File: src/rtl/hwpe_stream_addressgen_3d.sv
// 3-level strided word-address generator (d0 word, d1 line, d2 block) feeding TCDM request logic.
// Latency 1 from start to first address; addr_o held while addr_valid_o & !addr_ready_i.
package hwpe_stream_addressgen_3d_pkg;

  typedef struct packed {
    logic [31:0] base_addr;
    logic [31:0] tot_len;
    logic [31:0] d0_len;
    logic [31:0] d0_stride;
    logic [31:0] d1_len;
    logic [31:0] d1_stride;
    logic [31:0] d2_stride;
    logic [1:0]  dim_enable_1h;
  } ctrl_addressgen_v3_t;

  typedef struct packed {
    logic done;
  } flags_addressgen_v3_t;

endpackage

module hwpe_stream_addressgen_3d
  import hwpe_stream_addressgen_3d_pkg::*;
#(
  parameter int unsigned ADDR_WIDTH = 32,
  parameter int unsigned CNT_WIDTH  = 32
) (
  input  logic                  clk_i,
  input  logic                  rst_ni,
  input  logic                  enable_i,
  input  logic                  clear_i,
  input  logic                  start_i,
  input  ctrl_addressgen_v3_t   ctrl_i,
  output logic [ADDR_WIDTH-1:0] addr_o,
  output logic                  addr_valid_o,
  input  logic                  addr_ready_i,
  output logic                  busy_o,
  output flags_addressgen_v3_t  flags_o
);

  typedef enum logic [1:0] {
    IDLE,
    RUN,
    DONE
  } state_t;

  state_t                state_q, state_d;
  ctrl_addressgen_v3_t   ctrl_q, ctrl_d;
  logic [CNT_WIDTH-1:0]  tot_cnt_q, tot_cnt_d;
  logic [CNT_WIDTH-1:0]  d0_cnt_q, d0_cnt_d;
  logic [CNT_WIDTH-1:0]  d1_cnt_q, d1_cnt_d;
  logic [31:0]           off_d0_q, off_d0_d;
  logic [31:0]           off_d1_q, off_d1_d;
  logic [31:0]           off_d2_q, off_d2_d;
  logic [ADDR_WIDTH-1:0] addr_q, addr_d;

  logic [CNT_WIDTH-1:0]  tot_len, d0_len, d1_len, start_tot_len;
  logic [CNT_WIDTH:0]    tot_nxt, d0_nxt, d1_nxt;
  logic                  accept, last, d0_more, d1_more;
  logic [31:0]           addr_sum;

  assign tot_len       = ctrl_q.tot_len[CNT_WIDTH-1:0];
  assign d0_len        = ctrl_q.d0_len[CNT_WIDTH-1:0];
  assign d1_len        = ctrl_q.d1_len[CNT_WIDTH-1:0];
  assign start_tot_len = ctrl_i.tot_len[CNT_WIDTH-1:0];

  // Counters compared one bit wider so cnt+1 never wraps; a length of 0 then behaves as 1.
  assign tot_nxt = {1'b0, tot_cnt_q} + {{CNT_WIDTH{1'b0}}, 1'b1};
  assign d0_nxt  = {1'b0, d0_cnt_q} + {{CNT_WIDTH{1'b0}}, 1'b1};
  assign d1_nxt  = {1'b0, d1_cnt_q} + {{CNT_WIDTH{1'b0}}, 1'b1};

  assign accept  = (state_q == RUN) && enable_i && addr_ready_i;
  assign last    = (tot_nxt == {1'b0, tot_len});
  assign d0_more = (d0_nxt < {1'b0, d0_len}) || !ctrl_q.dim_enable_1h[0];
  assign d1_more = (d1_nxt < {1'b0, d1_len}) || !ctrl_q.dim_enable_1h[1];

  assign addr_sum = ctrl_q.base_addr + off_d0_d + off_d1_d + off_d2_d;

  always_comb begin
    state_d   = state_q;
    ctrl_d    = ctrl_q;
    tot_cnt_d = tot_cnt_q;
    d0_cnt_d  = d0_cnt_q;
    d1_cnt_d  = d1_cnt_q;
    off_d0_d  = off_d0_q;
    off_d1_d  = off_d1_q;
    off_d2_d  = off_d2_q;
    addr_d    = addr_q;

    case (state_q)
      IDLE: begin
        if (start_i && enable_i) begin
          ctrl_d    = ctrl_i;
          tot_cnt_d = '0;
          d0_cnt_d  = '0;
          d1_cnt_d  = '0;
          off_d0_d  = '0;
          off_d1_d  = '0;
          off_d2_d  = '0;
          addr_d    = ctrl_i.base_addr[ADDR_WIDTH-1:0];
          state_d   = (start_tot_len == '0) ? DONE : RUN;
        end
      end
      RUN: begin
        if (accept) begin
          tot_cnt_d = tot_nxt[CNT_WIDTH-1:0];
          if (d0_more) begin
            d0_cnt_d = d0_nxt[CNT_WIDTH-1:0];
            off_d0_d = off_d0_q + ctrl_q.d0_stride;
          end else begin
            d0_cnt_d = '0;
            off_d0_d = '0;
            if (d1_more) begin
              d1_cnt_d = d1_nxt[CNT_WIDTH-1:0];
              off_d1_d = off_d1_q + ctrl_q.d1_stride;
            end else begin
              d1_cnt_d = '0;
              off_d1_d = '0;
              off_d2_d = off_d2_q + ctrl_q.d2_stride;
            end
          end
          // After the last accept the output is no longer valid, so its value is irrelevant.
          if (last) begin
            state_d = DONE;
          end else begin
            addr_d = addr_sum[ADDR_WIDTH-1:0];
          end
        end
      end
      DONE: state_d = IDLE;
      default: state_d = IDLE;
    endcase

    if (clear_i) begin
      state_d   = IDLE;
      ctrl_d    = '0;
      tot_cnt_d = '0;
      d0_cnt_d  = '0;
      d1_cnt_d  = '0;
      off_d0_d  = '0;
      off_d1_d  = '0;
      off_d2_d  = '0;
      addr_d    = '0;
    end
  end

  always_ff @(posedge clk_i or negedge rst_ni) begin
    if (!rst_ni) begin
      state_q   <= IDLE;
      ctrl_q    <= '0;
      tot_cnt_q <= '0;
      d0_cnt_q  <= '0;
      d1_cnt_q  <= '0;
      off_d0_q  <= '0;
      off_d1_q  <= '0;
      off_d2_q  <= '0;
      addr_q    <= '0;
    end else begin
      state_q   <= state_d;
      ctrl_q    <= ctrl_d;
      tot_cnt_q <= tot_cnt_d;
      d0_cnt_q  <= d0_cnt_d;
      d1_cnt_q  <= d1_cnt_d;
      off_d0_q  <= off_d0_d;
      off_d1_q  <= off_d1_d;
      off_d2_q  <= off_d2_d;
      addr_q    <= addr_d;
    end
  end

  assign addr_o       = addr_q;
  assign addr_valid_o = (state_q == RUN);
  assign busy_o       = (state_q != IDLE);
  assign flags_o.done = (state_q == DONE);

endmodule
File: config.mk
export PLATFORM = sky130hd
export DESIGN_NAME = hwpe_stream_addressgen_3d
export DESIGN_NICKNAME = d
export VERILOG_FILES = /design/src/rtl/hwpe_stream_addressgen_3d.sv
export SDC_FILE = /design/constraint.sdc
export NUM_CORES = 1
export LEC_CHECK = 0
export CAP_MARGIN = 40
export CORE_ASPECT_RATIO = 1.2
export CORE_UTILIZATION = 54
export DETAILED_ROUTE_END_ITERATION = 7
export PLACE_DENSITY = 0.78
export SLEW_MARGIN = 5
export SYNTH_ARGS = -nofsm -noshare
export SYNTH_HDL_FRONTEND = slang
export SYNTH_SLANG_ARGS = --single-unit
File: constraint.sdc
create_clock -name clk_i -period 8.2 [get_ports clk_i]
set_clock_uncertainty 0.2 [all_clocks]
set_input_delay 1.23 -clock clk_i [delete_from_list [all_inputs] [get_ports clk_i]]
set_output_delay 1.23 -clock clk_i [all_outputs]
set_load 0.02 [all_outputs]
### Word-level counts from Yosys, hierarchy flattened

Index checks and enable logic that the tools add are counted.

* register bits after elaboration: 452
* latch bits: 0
* bits in writable memories: 0
* bits in read-only memories: 0
* input bits: 232
* output and inout bits: 35
* logic and storage cells: 97
* memories: 0

* add/sub/neg operators: 9
* $mul: 0
* divide/modulo/power cells: 0
* $lt $le $gt $ge: 2
* equal/unequal tests: 8
* shifts and indexed selects: 0
* muxes and demuxes: 44
* bitwise operators: 0
* reduce and logical (&&, ||, !) cells: 18

Operators by type and width (number)
* two-way mux 32 bit: 28
* two-way mux 226 bit: 3
* one-hot mux 32 bit (2 select lines): 7
* adder 32 bit: 6
* adder 32 x 1 -> 33 bit (second input constant): 3
* < comparator 33 x 32 -> 1 bit: 2
* == test 33 x 32 -> 1 bit: 1
* zero test 32 bit: 1
* two-way mux 2 bit: 5
* != test 3 bit (second input constant): 3
* AND reduction 4 bit: 2
* != test 3 x 2 -> 1 bit (second input constant): 2
* AND reduction 3 bit: 2
* nonzero test 2 bit: 3
* one-hot mux 2 bit (2 select lines): 1
* logical AND 1 bit: 3
* nonzero test 3 bit: 1
* == test 2 x 1 -> 1 bit (second input constant): 1
* == test 2 bit (second input constant): 1
* zero test 1 bit: 2
* zero test 2 bit: 1
* logical OR 1 bit: 2
* AND reduction 2 bit: 1

### Logic depth before layout (Yosys ltp)

* depth in word-level cells: 14
* depth in mapped cells: 42
* gate-level depth less buffers: 38

### Worst setup path before layout

No wires, ideal clock.

* path kind: register to register
* from: reg d1_cnt_q[2]
* to: reg addr_q[31] (netlist: addr_o[31])
* setup time: 129 ps
* data arrival time: 8282 ps
* required time: 7871 ps
* path slack: -411 ps
* stages on the path, launching flop included: 41
* path buffers: 5
* period minus slack after synthesis: 8611 ps
* path through: dfrtp_1 -> nand3_1 -> nor2_1 -> and3_1 -> and3_1 -> clkbuf_1 -> and3_1 -> clkbuf_1 -> and3_1 -> and3_1 -> nand2_1 -> nor2_1 -> nand3_1 -> xnor2_1 -> ha_1 -> nand4_1 -> or4_1 -> nor3_1 -> (+5 left out) -> buf_2 -> nor2_1 -> o21ai_0 -> fa_1 -> fa_1 -> inv_1 -> ha_1 -> and3_1 -> a221o_1 -> o2bb2ai_1 -> o21a_1 -> a211oi_1 -> a21oi_1 -> xnor2_1 -> xnor3_1 -> nand2_1 -> nor3b_1 -> o32ai_2

* word-level cells in the longest chain between the ends: 14
* elaborated cells on any way between the ends: 19
* those cells by class: 3 x add/sub; 1 x order compare; 14 x mux; 1 x reduce/logical

RTL lines
* from (decl): RTL line 51 `logic [CNT_WIDTH-1:0] d1_cnt_q, d1_cnt_d;`
* from (signal assigned): RTL line 163 `d1_cnt_q <= d1_cnt_d;`
* adder 32 x 1 -> 33 bit *: RTL line 70 `assign d1_nxt = {1'b0, d1_cnt_q} + {{CNT_WIDTH{1'b0}}, 1'b1};`
* < comparator 33 x 32 -> 1 bit *: RTL line 75 `assign d1_more = (d1_nxt < {1'b0, d1_len}) || !ctrl_q.dim_enable_1h[1];`
* logical OR 1 bit *: RTL line 75
* two-way mux 32 bit: RTL line 113 `if (d1_more) begin`
* two-way mux 32 bit: RTL line 107 `if (d0_more) begin`
* two-way mux 32 bit: RTL line 105 `if (accept) begin`
* one-hot mux 32 bit (2 select lines): RTL line 90 `case (state_q)`
* two-way mux 32 bit: RTL line 134 `if (clear_i) begin`
* adder 32 bit: RTL line 77 `assign addr_sum = ctrl_q.base_addr + off_d0_d + off_d1_d + off_d2_d;`
* adder 32 bit *: RTL line 77
* two-way mux 32 bit *: RTL line 123 `if (last) begin`
* two-way mux 32 bit *: RTL line 105
* one-hot mux 32 bit (2 select lines) *: RTL line 90
* two-way mux 32 bit *: RTL line 134
* to (signal assigned): RTL line 167 `addr_q <= addr_d;`
* to (decl): RTL line 55 `logic [ADDR_WIDTH-1:0] addr_q, addr_d;`

Mark *: on every way between the ends. The rest lies on a longest branch, timed or not. The select of a mux whose other input is x is not followed.
A chain may end at the register's enable or synchronous reset.

### Final worst setup path

* from: reg d1_cnt_q[1]
* to: reg addr_q[31] (netlist: addr_o[31])

The elaborated chain is that of the path after synthesis.

==> impl_metrics.yaml <==
worst_setup_path:
  cp_max_fo: 9
  crit_slowest_cell: "or4_4"
  r2r_cells: 37
  crit_required_ns: 8.51
  critPathCaptureType: "flip-flop"
  rrSetupSlack_ns: 0.24
  critical_path.most_common_cell: "and3_4"
  startpoint_type: "flip-flop"
  r2r_end: "addr_o[31]$_DFFE_PN0P_"
  timing.rr.start: "d1_cnt_q[1]$_DFFE_PN0P_"
  worstSetupPathType: "reg -> reg"
  worstPathArrival_ns: 8.27
  max_stage_delay_ns: 0.59
synth:
  syn-num-nets: 4004
  synth_commonest_cells: "749 x nand2_1, 452 x dfrtp_1, 416 x a21oi_1"
  ys_types: 82
  async_flop_share_pct: 100.0
  ys_top_cells_by_area: "dfrtp_1 38%, nand2_1 9.4%, ha_1 7.9%"
  synth_seq_area_share_pct: 37.75
  synth_flop_cell: "dfrtp_1"
  syn_inst: 3518
  yosysWarnings: 0
  avgSynthCellArea_um2: 8.516
  syn_area_mm2: 0.02996
  ys_seq_elements: 452
  synth_edf_count: 0
  synth_most_common_cell: "nand2_1"
  synth_top_area_share_pct: 37.75
  synth_largest_area_cell: "dfrtp_1"
floorplanning:
  placement_rows: 94
  die_area_mm2: 0.05643
  ios: 267
  core_mm2: 0.05481
  die_h_um: 260.0
  start_util_pct: 54.66
  die_width_um: 217.0
outcome:
  status: "completed"
min_path:
  worstHoldStart: "addr_o[2]$_DFFE_PN0P_"
  hold_end: "addr_o[2]$_DFFE_PN0P_"
  min_path_type: "reg -> reg"
  hold_path_depth: 1
global_routing:
  grt_pass1_vias: 26210
  grt_max_degree: 227
  grtUsageTotal_pct: 30.95
  grt_remaining_overflow: 0
  grt_pass1_wl_um: 137900
  antenna_found_initial: 2
power_and_ir_drop:
  power_leakage_nw: 17.22
  peakVddDrop_uv: 166.5
  power_density_mw_per_mm2: 157.9
cts:
  cts_tree: "built"
  cts_buffer_depth: 3
  cts_buffers: 49
  clk_pin_slew_ns: 0.07
  htree_levels: 2
  clkLatencyLatePin_ns: 0.61
  cts_hold_buffers: 0
  clock_sinks: 452
  clockRootBuffer: "clkbuf_16"
sta:
  tightest_slew_ns: 1.180
  fin_crit_sh_pct: 97.06
  final.setup.tns_ns: 0
  final_hold_viol_count: 0
  setup_viol: 0
  finalWorstSetupSlack_ns: 0.2415
  slew_viol_final: 0
  slew_headroom_pct: 21.32
  min_period_ns: 7.959
  max_freq_mhz: 125.7
place:
  gp_congestion: 0.9632
  post-dp-hpwl_um: 62990
  dpl_worst_slack_ns: -0.06821
  io_buffers: 266
drt:
  drc_errors: 0
  drt.antenna.violating_nets: 0
  drtIter0Drc: 2100
  routedWlPerCell_um: 19.20
  via_count: 26371
  firstDrtPassIters: 5
  routed_wl_um: 87360
  vias_per_cell: 5.795
finish:
  largest_reg_flops: 130
  fillCellCount: 4561
  drive_gt1_share_pct: 8.906
  syn2layout_area_growth_pct: 20.06
  fin_nets: 4275
  largest_register: "ctrl_q"
flow_run:
  drv_cap: 0
## worst max-delay path: cells and delay by family (launching register included)
kind	cells	cell delay, ns
flip-flops	1	0.40
AO/OA/AOI/OAI	9	1.94
AND/OR/NAND/NOR	18	3.18
buffers and inverters	4	0.46
XOR/XNOR	3	0.59
adder cells (fa/ha/maj)	3	1.08
## cell usage in the layout, fill, tap and decap left out, types with 13 or more instances in the layout
| cell | netlist | final |
|---|---|---|
| clkdlybuf4s50_1 | 0 | 264 |
| nor2b_1 | 14 | 14 |
| a21o_1 | 85 | 85 |
| a22o_1 | 56 | 56 |
| nand2b_1 | 21 | 19 |
| inv_1 | 280 | 280 |
| a21oi_1 | 416 | 409 |
| clkbuf_8 | 0 | 14 |
| xnor2_1 | 132 | 129 |
| and3_1 | 41 | 36 |
| o21a_1 | 18 | 17 |
| a211oi_1 | 21 | 20 |
| nand4_1 | 36 | 36 |
| nor3_1 | 27 | 22 |
| ha_1 | 189 | 186 |
| nor2_1 | 147 | 139 |
| o21bai_1 | 27 | 27 |
| or2_2 | 21 | 21 |
| o31ai_1 | 21 | 21 |
| clkbuf_16 | 0 | 51 |
| o211ai_1 | 15 | 15 |
| nand2_1 | 749 | 746 |
| and2_1 | 14 | 13 |
| buf_4 | 2 | 96 |
| xor2_1 | 82 | 81 |
| fa_1 | 65 | 65 |
| a31oi_1 | 21 | 19 |
| mux2_4 | 15 | 15 |
| dfrtp_1 | 452 | 451 |
| nand3_1 | 78 | 71 |
| o21ai_0 | 149 | 142 |
## repair_timing
item	4_1_cts	5_1_grt
setup endpoints to repair	7	21
gates resized for setup	4	71
pin swaps	1	20
buffers inserted	0	13
## cell families after synthesis
| kind of cell | synth area share [%] |
|---|---|
| XOR/XNOR | 6.331 |
| AND/OR/NAND/NOR | 17.70 |
| multiplexers | 1.274 |
| flip-flops | 37.75 |
| adder cells (fa/ha/maj) | 12.24 |
| buffers and inverters | 5.596 |
| AO/OA/AOI/OAI | 19.10 |
## area by class of cell
class                      count  area, um2  share of cell area [%]
multi-input combinational   2629      17340                   48.22
sequential                   452      11310                   31.45
timing repair buffer         374       3577                   9.945
clock buffer                  68       1480                   4.115
inverter                     283       1062                   2.953
tap                          720      900.9                   2.505
clock inverter                23      286.5                  0.7966
antenna                        2      5.005                 0.01391
## how the worst max path moves through the flow
| stage | startpoint | to | slack [ns] |
|---|---|---|---|
| after floorplan | d1_cnt_q[2]$_DFFE_PN0P_ | addr_o[31]$_DFFE_PN0P_ | 0.04 |
| after global placement | d1_cnt_q[1]$_DFFE_PN0P_ | addr_o[31]$_DFFE_PN0P_ | 0.15 |
| after detailed placement | d1_cnt_q[3]$_DFFE_PN0P_ | addr_o[31]$_DFFE_PN0P_ | -0.07 |
| after CTS | d1_cnt_q[3]$_DFFE_PN0P_ | addr_o[31]$_DFFE_PN0P_ | 0.03 |
| after global routing | d1_cnt_q[1]$_DFFE_PN0P_ | addr_o[31]$_DFFE_PN0P_ | -0.13 |
| final | d1_cnt_q[1]$_DFFE_PN0P_ | addr_o[31]$_DFFE_PN0P_ | 0.24 |
## power breakdown
group          total, mW  switching, mW  leakage [nW]  internal [mW]
logic              0.856          0.510          10.1          0.346
registers           2.38         0.0699          6.22           2.31
clock network       2.44          0.987         0.882           1.45
total               5.68           1.57          17.2           4.11
## routing by layer
metal  share of wire (%)  global-route usage (%)
met2                  48                   51.82
met5                   0                       0
met1                  41                   38.65
met4                 5.7                   16.61
met3                 5.6                   4.421
## per-stage QoR
step           power (mW)  hold slack, ns  instance area [um2]  util (%)  cells
5_1_grt             5.873          0.3266                35970     65.63   4551
4_1_cts             5.699          0.3155                35550     64.86   4535
6_report            5.680          0.3127                35970     65.63   4551
2_1_floorplan       2.864          0.2780                29980         -   3518
3_5_place_dp        3.261          0.2922                33770     61.61   4444
3_3_place_gp        3.247          0.2963                33740     61.57   4442
Power figures use the tool's default switching activity.
